<file path="src/rtl/spi_sram_host.sv">
// SPI initiator for spi_external_sram: one request -> one framed SRAM byte or GPIO word access.
// Build option: define SPI_SRAM_HOST_DUMMY_EN to insert a dummy byte between address and read data.
module spi_sram_host #(
    parameter int CLK_DIV = 4,
    parameter int GAP_CYC = 8
) (
    input  logic        clk,
    input  logic        rst_n,
    input  logic        req_valid,
    output logic        req_ready,
    input  logic        req_write,
    input  logic [1:0]  req_target,
    input  logic [23:0] req_addr,
    input  logic [31:0] req_wdata,
    output logic        rsp_valid,
    output logic [31:0] rsp_rdata,
    output logic        busy,
    output logic        spi_cs_n,
    output logic        spi_clk,
    output logic        spi_din,
    input  logic        spi_dout
);

    localparam logic [2:0] S_IDLE  = 3'd0;
    localparam logic [2:0] S_SETUP = 3'd1;
    localparam logic [2:0] S_SHIFT = 3'd2;
    localparam logic [2:0] S_HOLD  = 3'd3;
    localparam logic [2:0] S_GAP   = 3'd4;

`ifdef SPI_SRAM_HOST_DUMMY_EN
    localparam int RD_PAD = 8;
`else
    localparam int RD_PAD = 0;
`endif

    localparam logic [7:0] DIV_LOAD = 8'(CLK_DIV - 1);
    localparam logic [7:0] GAP_LOAD = 8'(GAP_CYC - 1);

    logic [2:0]  state;
    logic [7:0]  div_cnt;
    logic [7:0]  bit_cnt;
    logic        ph_low;
    logic [71:0] sreg;
    logic        wr_q;
    logic        gpio_q;
    logic [31:0] rd_sh;
    logic [1:0]  miso_sync;

    logic        accept;
    logic        div_done;
    logic        active;
    logic [7:0]  frame_len;
    logic [31:0] wdata_field;
    logic [71:0] frame;
    logic [7:0]  data_bits;

    assign accept    = req_valid && req_ready && (state == S_IDLE);
    assign div_done  = (div_cnt == 8'd0);
    assign active    = (state == S_SETUP) || (state == S_SHIFT) || (state == S_HOLD);
    assign data_bits = gpio_q ? 8'd32 : 8'd8;
    assign busy      = ~req_ready;

    // Target 11 shares the GPIO length; the command byte carries the target as given.
    always_comb begin
        frame_len = 8'd40;
        if (req_target[1])
            frame_len = req_write ? 8'd64 : 8'(64 + RD_PAD);
        else
            frame_len = req_write ? 8'd40 : 8'(40 + RD_PAD);
    end

    always_comb begin
        wdata_field = 32'd0;
        if (req_write)
            wdata_field = req_target[1] ? req_wdata : {req_wdata[7:0], 24'd0};
        frame = {req_write, req_target, 5'd0, req_addr, wdata_field, 8'd0};
    end

    always_ff @(posedge clk or negedge rst_n) begin
        if (!rst_n) miso_sync <= 2'b00;
        else        miso_sync <= {miso_sync[0], spi_dout};
    end

    always_ff @(posedge clk or negedge rst_n) begin
        if (!rst_n) begin
            state   <= S_IDLE;
            div_cnt <= 8'd0;
            bit_cnt <= 8'd0;
            ph_low  <= 1'b0;
            sreg    <= 72'd0;
            wr_q    <= 1'b0;
            gpio_q  <= 1'b0;
            rd_sh   <= 32'd0;
        end else begin
            case (state)
                S_IDLE: if (accept) begin
                    state   <= S_SETUP;
                    div_cnt <= DIV_LOAD;
                    bit_cnt <= frame_len - 8'd1;
                    ph_low  <= 1'b0;
                    sreg    <= frame;
                    wr_q    <= req_write;
                    gpio_q  <= req_target[1];
                    rd_sh   <= 32'd0;
                end
                S_SETUP: begin
                    if (div_done) begin
                        state   <= S_SHIFT;
                        div_cnt <= DIV_LOAD;
                    end else div_cnt <= div_cnt - 8'd1;
                end
                S_SHIFT: begin
                    if (!div_done) div_cnt <= div_cnt - 8'd1;
                    else begin
                        div_cnt <= DIV_LOAD;
                        // End of high phase: sample MISO, advance MOSI on the falling edge.
                        if (!ph_low) begin
                            ph_low <= 1'b1;
                            sreg   <= {sreg[70:0], 1'b0};
                            if (!wr_q && (bit_cnt < data_bits))
                                rd_sh <= {rd_sh[30:0], miso_sync[1]};
                        end else begin
                            ph_low <= 1'b0;
                            if (bit_cnt == 8'd0) state <= S_HOLD;
                            else                 bit_cnt <= bit_cnt - 8'd1;
                        end
                    end
                end
                S_HOLD: begin
                    if (div_done) begin
                        state   <= S_GAP;
                        div_cnt <= GAP_LOAD;
                    end else div_cnt <= div_cnt - 8'd1;
                end
                S_GAP: begin
                    if (div_done) state <= S_IDLE;
                    else          div_cnt <= div_cnt - 8'd1;
                end
                default: state <= S_IDLE;
            endcase
        end
    end

    // Pin-side registers trail the FSM by one cycle so every SPI output is glitch-free.
    always_ff @(posedge clk or negedge rst_n) begin
        if (!rst_n) begin
            spi_cs_n  <= 1'b1;
            spi_clk   <= 1'b0;
            spi_din   <= 1'b0;
            rsp_valid <= 1'b0;
            rsp_rdata <= 32'd0;
            req_ready <= 1'b1;
        end else begin
            spi_cs_n  <= ~active;
            spi_clk   <= (state == S_SHIFT) && !ph_low;
            spi_din   <= active && sreg[71];
            rsp_valid <= (state == S_GAP) && (div_cnt == GAP_LOAD);
            if ((state == S_GAP) && (div_cnt == GAP_LOAD) && !wr_q)
                rsp_rdata <= rd_sh;
            req_ready <= (state == S_IDLE) && !accept;
        end
    end

endmodule

</file>
<file path="config.mk">
export PLATFORM = sky130hd
export DESIGN_NAME = spi_sram_host
export DESIGN_NICKNAME = d
export VERILOG_FILES = /design/src/rtl/spi_sram_host.sv
export SDC_FILE = /design/constraint.sdc
export NUM_CORES = 1
export LEC_CHECK = 0
export BUFFER_PORTS_ARGS = -buffer_cell sky130_fd_sc_hd__buf_2
export CELL_PAD_IN_SITES_DETAIL_PLACEMENT = 1
export CELL_PAD_IN_SITES_GLOBAL_PLACEMENT = 1
export CORE_ASPECT_RATIO = 1.4
export CORE_MARGIN = 2
export CORE_UTILIZATION = 34
export CTS_CLUSTER_DIAMETER = 200
export DETAILED_ROUTE_END_ITERATION = 7
export PLACE_DENSITY = 0.71
export SKIP_LAST_GASP = 1
export SLEW_MARGIN = 20
export SYNTH_ARGS = -nofsm -noshare
export SYNTH_HDL_FRONTEND = slang
export SYNTH_SLANG_ARGS = --single-unit
</file>
<file path="constraint.sdc">
create_clock -name clk -period 2.5 [get_ports clk]
set_input_delay 0.5 -clock clk [delete_from_list [all_inputs] [get_ports clk]]
set_output_delay 0.5 -clock clk [all_outputs]
set_load 0.01 [all_outputs]
</file>
==> results_tabular.tex, run 1 <==
\begin{tabular}{lr}
\hline
Metric & Value \\
\hline
\multicolumn{2}{l}{\textbf{Die}} \\
\quad Effective utilization at floorplan & 0.3478 \\
\quad Number of rows created at floorplan & 61 \\
\quad Die height & 172.9 um \\
\quad Total Die Area & 0.02155 mm\^{}2 \\
\quad Standard cell core area & 0.01992 mm\^{}2 \\
\quad Width of the die & about 120 um \\
\quad Top-Level Pins & 101 \\
\multicolumn{2}{l}{\textbf{Drt}} \\
\quad Via count & 5289 \\
\quad Post-route ant nets & 0 \\
\quad Detailed-route wire length per cell & 17.07 um \\
\quad Iteration-0 DRC count of the detailed router & 247 \\
\quad Final routed DRC violation total & 0 \\
\quad Detailed-routing iteration count for the pre-antenna-repair pass & 4 \\
\quad Final wirelength & 17070 um \\
\quad Average vias per placed instance & 5.289 \\
\multicolumn{2}{l}{\textbf{Worst setup path}} \\
\quad Crit path kind & flop to flop \\
\quad Delay of the slowest cell on the worst path & between 400 and 500 ps \\
\quad Critical path fanouts, max & 63 \\
\quad Worst EP required & about 2900 ps \\
\quad Critical Path AT & roughly 2700 ps \\
\quad Crit start category & flop \\
\quad Highest-delay cell along the critical path & sky130\_fd\_sc\_hd\_\_or3b\_2 \\
\quad Nature of the critical path endpoint & flop \\
\quad Crit path cell chain & inv\_1 -> ha\_1 -> or3b\_2 -> nor3\_2 -> o21a\_4 -> buf\_12 -> and3\_1 -> a21o\_1 \\
\multicolumn{2}{l}{\textbf{Synth}} \\
\quad Number of synthesized register bits & 157 \\
\quad Synth async-reset ratio & 1.000 \\
\quad Number of enable-type register cells in the synthesized netlist & 0 \\
\quad Yosys top cell by area & sky130\_fd\_sc\_hd\_\_dfrtp\_1 \\
\quad Leading cell types by total area after synthesis & sky130\_fd\_sc\_hd\_\_dfrtp\_1 56\%, sky130\_fd\_sc\_hd\_\_nor2\_1 4.6\%, sky130\_fd\_sc\_hd\_\_mux2\_2 4.6\%, sky130\_fd\_sc\_hd\_\_a22o\_2 4.0\%, sky130\_fd\_sc\_hd\_\_nand2\_1 3.8\% \\
\quad Prevailing post-synth register cell & sky130\_fd\_sc\_hd\_\_dfrtp\_1 \\
\quad Gate Count Post-Synth & 638 \\
\quad Synth cell types & 54 \\
\quad Post-Synthesis Mean Instance Area & around 11 um\^{}2 \\
\quad Share of the synthesized area in the top cell type & 0.5599 \\
\quad Synth Cell Area & 0.006928 mm\^{}2 \\
\quad Count of yosys warnings during synthesis & 0 \\
\quad Sequential cell area fraction in the yosys report & 0.5675 \\
\quad Synthesized netlist net count & $\sim$710 \\
\multicolumn{2}{l}{\textbf{Timing}} \\
\quad Final critical-path share of the clock period & 0.9197 \\
\quad Worst-case setup margin in the final layout & 200.7 ps \\
\quad Slew margin rel. & 0.3843 \\
\quad Tightest Pin Transition & 923.5 ps \\
\quad Largest clock skew in the final design & 10.73 ps \\
\quad Hold Worst Slack & between 60 and 70 ps \\
\quad Highest clock frequency the design can meet & 434.9 MHz \\
\quad Final setup fails & 0 \\
\quad Number of max-slew violations in the final report & 0 \\
\quad Shortest clock period the worst path allows after layout & 2299 ps \\
\quad Unrepaired setup endpoints after global routing & false \\
\quad Final hold viol count & 0 \\
\quad Summed negative setup slack over all endpoints & 0 ps \\
\multicolumn{2}{l}{\textbf{Status}} \\
\quad Run status & completed \\
\multicolumn{2}{l}{\textbf{Clock tree}} \\
\quad Clock H-tree levels & 4 \\
\quad Num Clock Sinks & 157 \\
\quad Clock tree from TritonCTS & built \\
\quad Clock buffer depth & 2 \\
\quad Clock input transition at the sequential cells of the worst setup and hold paths & 70 ps \\
\quad Number of gates resized after cts & 0 \\
\quad Post-CTS Hold Fix Bufs & 0 \\
\quad Number of buffers inserted during clock tree synthesis & 17 \\
\quad Skew-Pair Late Insertion Delay & 430 ps \\
\quad Clock Root Buffer & sky130\_fd\_sc\_hd\_\_clkbuf\_16 \\
\quad Count of buffers added by post-CTS timing repair for setup & 0 \\
\multicolumn{2}{l}{\textbf{Cells and area}} \\
\quad Area growth from synthesis to layout & 20.59\% \\
\quad Most common library cell in the layout ignoring fill and taps & sky130\_fd\_sc\_hd\_\_dfrtp\_1 \\
\quad Layout cells sized above 1 & 0.3048 \\
\quad Final core utilization & 0.4194 \\
\quad Non-filler instance count after layout & 1000 \\
\quad Net count reported at finish & 802 \\
\quad Most frequent cells in the layout & 155 x sky130\_fd\_sc\_hd\_\_dfrtp\_1, 99 x sky130\_fd\_sc\_hd\_\_buf\_2, 85 x sky130\_fd\_sc\_hd\_\_nor2\_1 \\
\quad Area of all placed cells without fillers & approximately 0.0084 mm\^{}2 \\
\quad N\_diodes & 0 \\
\multicolumn{2}{l}{\textbf{Placed design}} \\
\quad IO buf count & 100 \\
\quad Area after DPL & 0.007725 mm\^{}2 \\
\quad Placed Cells & approximately 970 \\
\quad Minimum setup slack after placement & 224.7 ps \\
\quad Hpwl dp & 11770 um \\
\quad Final weighted congestion in routability-driven placement & between 0.8 and 0.9 \\
\multicolumn{2}{l}{\textbf{Power}} \\
\quad Combinational fraction of design power & 0.244 \\
\quad Net Sw Power & 2.951 mW \\
\quad Reg power frac & 0.439 \\
\quad Reported leakage power & 3.956 nW \\
\quad Pwr dens & between 1000 and 1500 mW/mm\^{}2 \\
\quad Internal power component & 5.635 mW \\
\quad Switching Share & 0.3437 \\
\quad IR Drop Worst-Case VDD & 0.4706 mV \\
\quad Clk pwr share & 0.317 \\
\quad Total power after layout & 8.586 mW \\
\multicolumn{2}{l}{\textbf{Global route}} \\
\quad Pin count of the biggest net entering global routing & 64 \\
\quad Antenna violations before repair & 0 \\
\quad First-pass GRT wire length & between 20000 and 30000 um \\
\quad Total Routing Usage GR & 0.1651 \\
\quad Via count of the first global-routing pass & 5832 \\
\quad Global route overflow & 0 \\
\multicolumn{2}{l}{\textbf{Run}} \\
\quad Number of maximum-capacitance constraint violations & 0 \\
\multicolumn{2}{l}{\textbf{Min path}} \\
\quad Class of the worst hold path & primary input to asynchronous set/reset pin \\
\hline
\end{tabular}
[layout make-up]
type | instances | area [um^2]
Sequential cell | 157 | 3931
Clock inverter | 15 | 203.9
Fill cell | 2186 | 11570
Tap cell | 252 | 315.3
Timing Repair Buffer | 122 | 747.0
Clock buffer | 17 | 425.4
Multi-Input combinational cell | 426 | 2690
Inverter | 11 | 41.29
[logic make-up after synthesis]
logic type,count (synthesis),synth area share
XOR/XNOR,6,0.007587
buffers and inverters,55,0.04696
adder cells (fa/ha/maj),5,0.008669
multiplexers,40,0.06357
AO/OA/AOI/OAI,181,0.1822
flip-flops,157,0.5675
AND/OR/NAND/NOR,194,0.1235
[power groups by stage]
stage / Sequential, mW / Clock (mW) / Combinational, mW
floorplan: 3.64 / 0 / 1.58
global placement: 3.76 / 0 / 1.98
detailed placement: 3.82 / 0 / 2.12
CTS: 3.77 / 2.78 / 2.14
global route: 3.87 / 2.89 / 2.41
finish: 3.77 / 2.72 / 2.09
[worst max-delay path: cells and delay by family, from the launching register on]
family	cells	cell delay, ps
buffers and inverters	2	340
DFF	1	430
AOI/OAI and AO/OA	2	290
and+or+nand+nor	3	940
adders and majority gates	1	230
[flip-flops by register name, indices dropped and copies added (netlist names)]
signal,cells
req_ready,1
miso_sync,2
rd_sh,32
sreg,64
spi_din,1
spi_cs_n,1
bit_cnt,8
gpio_q,1
rsp_valid,1
state,3
rsp_rdata,32
ph_low,1
spi_clk,1
div_cnt,8
wr_q,1
[final timing paths]
| path | slack [ps] | start | endpoint | cells past startpoint |
|---|---|---|---|---|
| max reg2reg | 200 | div_cnt[0] | sreg[8] | 8 |
| min reg2reg | 370 | miso_sync[0] | miso_sync[1] | 0 |
| max in group asynchronous | 1800 | rst_n | bit_cnt[0] | 2 |
| max | 200 | div_cnt[0] | sreg[8] | 8 |
| min in group clk | 190 | spi_dout | miso_sync[0] | 1 |
| min | 70 | rst_n | rsp_rdata[17] | 1 |
[cells in the mapped netlist (2+ instances only)]
master and n:
sky130_fd_sc_hd__nor4_1 3, sky130_fd_sc_hd__dfstp_2 2, sky130_fd_sc_hd__nor3b_1 4, sky130_fd_sc_hd__a22o_1 10, sky130_fd_sc_hd__and3_1 3, sky130_fd_sc_hd__nand2_1 71
sky130_fd_sc_hd__mux2_2 28, sky130_fd_sc_hd__inv_1 11, sky130_fd_sc_hd__xor2_1 3, sky130_fd_sc_hd__o211ai_1 4, sky130_fd_sc_hd__buf_1 2, sky130_fd_sc_hd__o31ai_1 2
sky130_fd_sc_hd__a211oi_1 2, sky130_fd_sc_hd__nand3_1 2, sky130_fd_sc_hd__a21o_1 4, sky130_fd_sc_hd__or3b_2 2, sky130_fd_sc_hd__nor3_1 8, sky130_fd_sc_hd__buf_2 8
sky130_fd_sc_hd__a21oi_1 46, sky130_fd_sc_hd__clkbuf_8 3, sky130_fd_sc_hd__mux2i_1 8, sky130_fd_sc_hd__nor2b_1 3, sky130_fd_sc_hd__nor4_2 2, sky130_fd_sc_hd__o22ai_1 3
sky130_fd_sc_hd__buf_6 5, sky130_fd_sc_hd__clkbuf_1 15, sky130_fd_sc_hd__o21ai_0 16, sky130_fd_sc_hd__dfrtp_1 155, sky130_fd_sc_hd__a22oi_1 31, sky130_fd_sc_hd__a31oi_1 29
sky130_fd_sc_hd__mux2_1 4, sky130_fd_sc_hd__a22o_2 28, sky130_fd_sc_hd__nor2_1 85, sky130_fd_sc_hd__xnor2_1 3, sky130_fd_sc_hd__ha_1 4, sky130_fd_sc_hd__buf_4 11
[layer usage]
layer / GRT usage / wire, um / vias up
met5: 0 / 0 / -
met4: 0.05056 / 229 / 0
met3: 0.03311 / 601 / 21
met2: 0.2930 / 9148 / 124
met1: 0.2016 / 7091 / 2679
li1: - / - / 2465
No activity file was read; power rests on OpenSTA's default activity.
==> inputs of run 2 (changes only) <==
--- a/config.mk
+++ b/config.mk
@@ -5,15 +5,17 @@
 export SDC_FILE = /design/constraint.sdc
 export NUM_CORES = 1
 export LEC_CHECK = 0
+export ABC_AREA = 1
 export BUFFER_PORTS_ARGS = -buffer_cell sky130_fd_sc_hd__buf_2
 export CELL_PAD_IN_SITES_DETAIL_PLACEMENT = 1
 export CELL_PAD_IN_SITES_GLOBAL_PLACEMENT = 1
 export CORE_ASPECT_RATIO = 1.4
 export CORE_MARGIN = 2
 export CORE_UTILIZATION = 34
+export CTS_BUF_LIST = sky130_fd_sc_hd__clkbuf_8
 export CTS_CLUSTER_DIAMETER = 200
 export DETAILED_ROUTE_END_ITERATION = 7
-export PLACE_DENSITY = 0.71
+export PLACE_DENSITY = 0.74
 export SKIP_LAST_GASP = 1
 export SLEW_MARGIN = 20
 export SYNTH_ARGS = -nofsm -noshare
==> results_tabular.tex, run 2 <==
\begin{tabular}{lr}
\hline
Metric & Value \\
\hline
\multicolumn{2}{l}{\textbf{Worst setup path}} \\
\quad Nature of the critical path endpoint & flop \\
\quad Crit start category & flop \\
\quad Crit path kind & flop to flop \\
\quad Setup slack of the most critical reg-to-reg path & 380 ps \\
\quad Critical path fanouts, max & 34 \\
\quad Critical Path AT & 2510 ps \\
\quad Path depth of the worst reg2reg path & 10 \\
\quad Worst EP required & around 2900 ps \\
\multicolumn{2}{l}{\textbf{Clock tree}} \\
\quad Clock buffer depth & 2 \\
\quad Clock Root Buffer & sky130\_fd\_sc\_hd\_\_clkbuf\_8 \\
\quad Number of gates resized after cts & 0 \\
\quad Number of buffers inserted during clock tree synthesis & 17 \\
\quad Post-CTS Hold Fix Bufs & 0 \\
\quad Count of buffers added by post-CTS timing repair for setup & 0 \\
\quad Clock tree from TritonCTS & built \\
\quad Num Clock Sinks & 157 \\
\quad Clock input transition at the sequential cells of the worst setup and hold paths & 90 ps \\
\quad Skew-Pair Late Insertion Delay & 470 ps \\
\quad Clock H-tree levels & 4 \\
\multicolumn{2}{l}{\textbf{Synth}} \\
\quad Most repeated cell in the gate-level netlist after synthesis & sky130\_fd\_sc\_hd\_\_nand2\_1 \\
\quad Count of yosys warnings during synthesis & 0 \\
\quad Number of enable-type register cells in the synthesized netlist & 0 \\
\quad Fraction of synthesized area in multiplexers & 0.009211 \\
\quad Post-Synth Adder-Cell Area & 0.006579 \\
\quad Sequential cell area fraction in the yosys report & 0.5168 \\
\quad Yosys top cell by area & sky130\_fd\_sc\_hd\_\_dfrtp\_1 \\
\quad Dominant combinational cell family by area after synthesis & simple AND/OR/NAND/NOR gates \\
\quad Gate Count Post-Synth & 951 \\
\quad Post-Synthesis Mean Instance Area & 7.999 um\^{}2 \\
\quad Area share of and/or/nand/nor cells after synthesis & 0.3054 \\
\quad Synthesized netlist net count & roughly 1.0k \\
\quad Number of synthesized register bits & 157 \\
\quad Synth cell types & 34 \\
\quad Share of the synthesized area in the top cell type & 0.5099 \\
\quad Leading cell types by total area after synthesis & sky130\_fd\_sc\_hd\_\_dfrtp\_1 51\%, sky130\_fd\_sc\_hd\_\_nand2\_1 21\%, sky130\_fd\_sc\_hd\_\_nand3\_1 5.7\%, sky130\_fd\_sc\_hd\_\_o21ai\_0 5.0\%, sky130\_fd\_sc\_hd\_\_buf\_6 2.8\% \\
\quad Compound-Gate Fraction of Synth Area & 0.08141 \\
\quad Synth Cell Area & 0.007607 mm\^{}2 \\
\quad Commonest cells in the netlist & 430 x sky130\_fd\_sc\_hd\_\_nand2\_1, 155 x sky130\_fd\_sc\_hd\_\_dfrtp\_1, 87 x sky130\_fd\_sc\_hd\_\_nand3\_1 \\
\quad Xor-xnor portion of the synthesized cell area & 0.004605 \\
\quad Prevailing post-synth register cell & sky130\_fd\_sc\_hd\_\_dfrtp\_1 \\
\quad Synth async-reset ratio & 1.000 \\
\multicolumn{2}{l}{\textbf{Drt}} \\
\quad Detailed-route wire length per cell & 14.09 um \\
\quad Via count & approximately 6.4k \\
\quad Routed wl met3 & 377 um \\
\quad Iteration-0 DRC count of the detailed router & 290 \\
\quad Max layer used & met4 \\
\quad Post-route ant nets & 0 \\
\quad Met2 wire length & 9978 um \\
\quad Final routed DRC violation total & 0 \\
\quad Post-route met1 wirelength & 8263 um \\
\quad Final wirelength & between 15000 and 20000 um \\
\quad Average vias per placed instance & 4.756 \\
\quad Detailed-routing iteration count for the pre-antenna-repair pass & 4 \\
\multicolumn{2}{l}{\textbf{Timing}} \\
\quad Final critical-path share of the clock period & 0.8497 \\
\quad Final setup fails & 0 \\
\quad Number of max-slew violations in the final report & 0 \\
\quad Tightest Pin Transition & 574.5 ps \\
\quad Final hold viol count & 1 \\
\quad Slew margin rel. & 0.6156 \\
\quad Summed negative setup slack over all endpoints & 0 ps \\
\quad Unrepaired setup endpoints after global routing & false \\
\quad Largest clock skew in the final design & 17.40 ps \\
\quad Hold Worst Slack & -3.714 ps \\
\quad Shortest clock period the worst path allows after layout & 2124 ps \\
\quad Highest clock frequency the design can meet & between 400 and 500 MHz \\
\multicolumn{2}{l}{\textbf{Cells and area}} \\
\quad Register name with the most flops & sreg \\
\quad Registers with the highest flip-flop counts & sreg (64), rd\_sh (32), rsp\_rdata (32) \\
\quad Most common library cell in the layout ignoring fill and taps & sky130\_fd\_sc\_hd\_\_nand2\_1 \\
\quad Most frequent cells in the layout & 430 x sky130\_fd\_sc\_hd\_\_nand2\_1, 155 x sky130\_fd\_sc\_hd\_\_dfrtp\_1, 99 x sky130\_fd\_sc\_hd\_\_buf\_2 \\
\quad Area of all placed cells without fillers & roughly 0.0087 mm\^{}2 \\
\quad Net count reported at finish & 1103 \\
\quad Area growth from synthesis to layout & 14.64\% \\
\quad Layout cells sized above 1 & 0.1735 \\
\quad Max FFs per register & 64 \\
\quad N\_diodes & 0 \\
\quad Filler Cells Inserted & 2739 \\
\multicolumn{2}{l}{\textbf{Power}} \\
\quad Pwr dens & roughly 550 mW/mm\^{}2 \\
\quad IR Drop Worst-Case VDD & between 0.3 and 0.4 mV \\
\quad Reported leakage power & just under 5 nW \\
\multicolumn{2}{l}{\textbf{Global route}} \\
\quad Via count of the first global-routing pass & 6583 \\
\quad First-pass GRT wire length & 31950 um \\
\quad Antenna violations before repair & 0 \\
\quad Pin count of the biggest net entering global routing & 85 \\
\quad Total Routing Usage GR & 0.1690 \\
\quad Global route overflow & 0 \\
\multicolumn{2}{l}{\textbf{Status}} \\
\quad Violations in the final reports & hold timing \\
\quad Run status & complete, but fails checks \\
\multicolumn{2}{l}{\textbf{Die}} \\
\quad Die height & 181.0 um \\
\quad Standard cell core area & 0.02194 mm\^{}2 \\
\quad Width of the die & 130.4 um \\
\quad Effective utilization at floorplan & 0.3467 \\
\quad Top-Level Pins & 101 \\
\quad Number of rows created at floorplan & 64 \\
\quad Total Die Area & approximately 0.024 mm\^{}2 \\
\multicolumn{2}{l}{\textbf{Placed design}} \\
\quad Area after DPL & between 0.008 and 0.009 mm\^{}2 \\
\quad IO buf count & 100 \\
\quad Hpwl dp & around 13000 um \\
\quad Final weighted congestion in routability-driven placement & 0.8433 \\
\multicolumn{2}{l}{\textbf{Run}} \\
\quad Number of maximum-capacitance constraint violations & 0 \\
\multicolumn{2}{l}{\textbf{Min path}} \\
\quad Class of the worst hold path & primary input to asynchronous set/reset pin \\
\hline
\end{tabular}
==> run 2: kinds of logic after synthesis <==
kind of cell             after synthesis
AND/OR/NAND/NOR                      564
flip-flops                           157
buffers and inverters                110
AO/OA/AOI/OAI                        105
multiplexers                           7
XOR/XNOR                               4
adder cells (fa/ha/maj)                4
==> run 2: metrics by stage <==
step             util  worst slack [ps]  instances  power [mW]  hold WS (ps)
5_1_grt        0.3975             154.8       1346       4.973         30.32
3_3_place_gp   0.3780             456.5       1314       2.786         341.4
4_1_cts        0.3975             356.6       1346       4.849         3.164
6_report       0.3975             375.6       1346       4.776        -3.714
2_1_floorplan       -             648.6        951       2.653         204.4
3_5_place_dp   0.3780             370.7       1314       2.786         339.7
==> run 2: area by class of cell <==
type | count | area [um^2] | share of cell area
flip-flops and latches | 157 | 3931 | 0.4508
clock inverters | 13 | 166.4 | 0.01908
inverters | 62 | 235.2 | 0.02697
multi-input cells | 684 | 3105 | 0.3561
clock buffers | 19 | 261.5 | 0.02999
repair buffers | 114 | 649.4 | 0.07446
well taps | 297 | 371.6 | 0.04261
==> run 2: routing by layer <==
metal / track usage / up-vias
met2: 0.3022 / 77
met5: 0 / -
met3: 0.02695 / 21
li1: - / 3168
met1: 0.2057 / 3136
met4: 0.05277 / 0
==> run 2: worst max-delay path, cell delays in order, from the launching register on <==
cell,delay (ps)
sky130_fd_sc_hd__dfrtp_1,350
sky130_fd_sc_hd__inv_1,110
sky130_fd_sc_hd__ha_1,270
sky130_fd_sc_hd__nand2_1,160
sky130_fd_sc_hd__nor2_4,80
sky130_fd_sc_hd__a21oi_4,250
sky130_fd_sc_hd__inv_2,90
sky130_fd_sc_hd__nand2_1,170
sky130_fd_sc_hd__buf_4,380
sky130_fd_sc_hd__nand2_1,100
sky130_fd_sc_hd__o21ai_0,90
==> run 2: final timing paths <==
path	startpoint	end
max	div_cnt[0]	sreg[70]
min	rst_n	sreg[42]
max reg2reg	div_cnt[0]	sreg[70]
min reg2reg	miso_sync[0]	miso_sync[1]
max in group asynchronous	rst_n	rsp_rdata[1]
min in group clk	spi_dout	miso_sync[0]
==> run 2: power by group <==
| group | internal [mW] | total, mW | switching [mW] | leakage [nW] |
|---|---|---|---|---|
| sequential | 2.54 | 2.54 | 0.000358 | 2.01 |
| combinational | 0.0692 | 0.190 | 0.120 | 2.59 |
| clock | 1.05 | 2.05 | 1.00 | 0.219 |
| total | 3.65 | 4.78 | 1.12 | 4.82 |
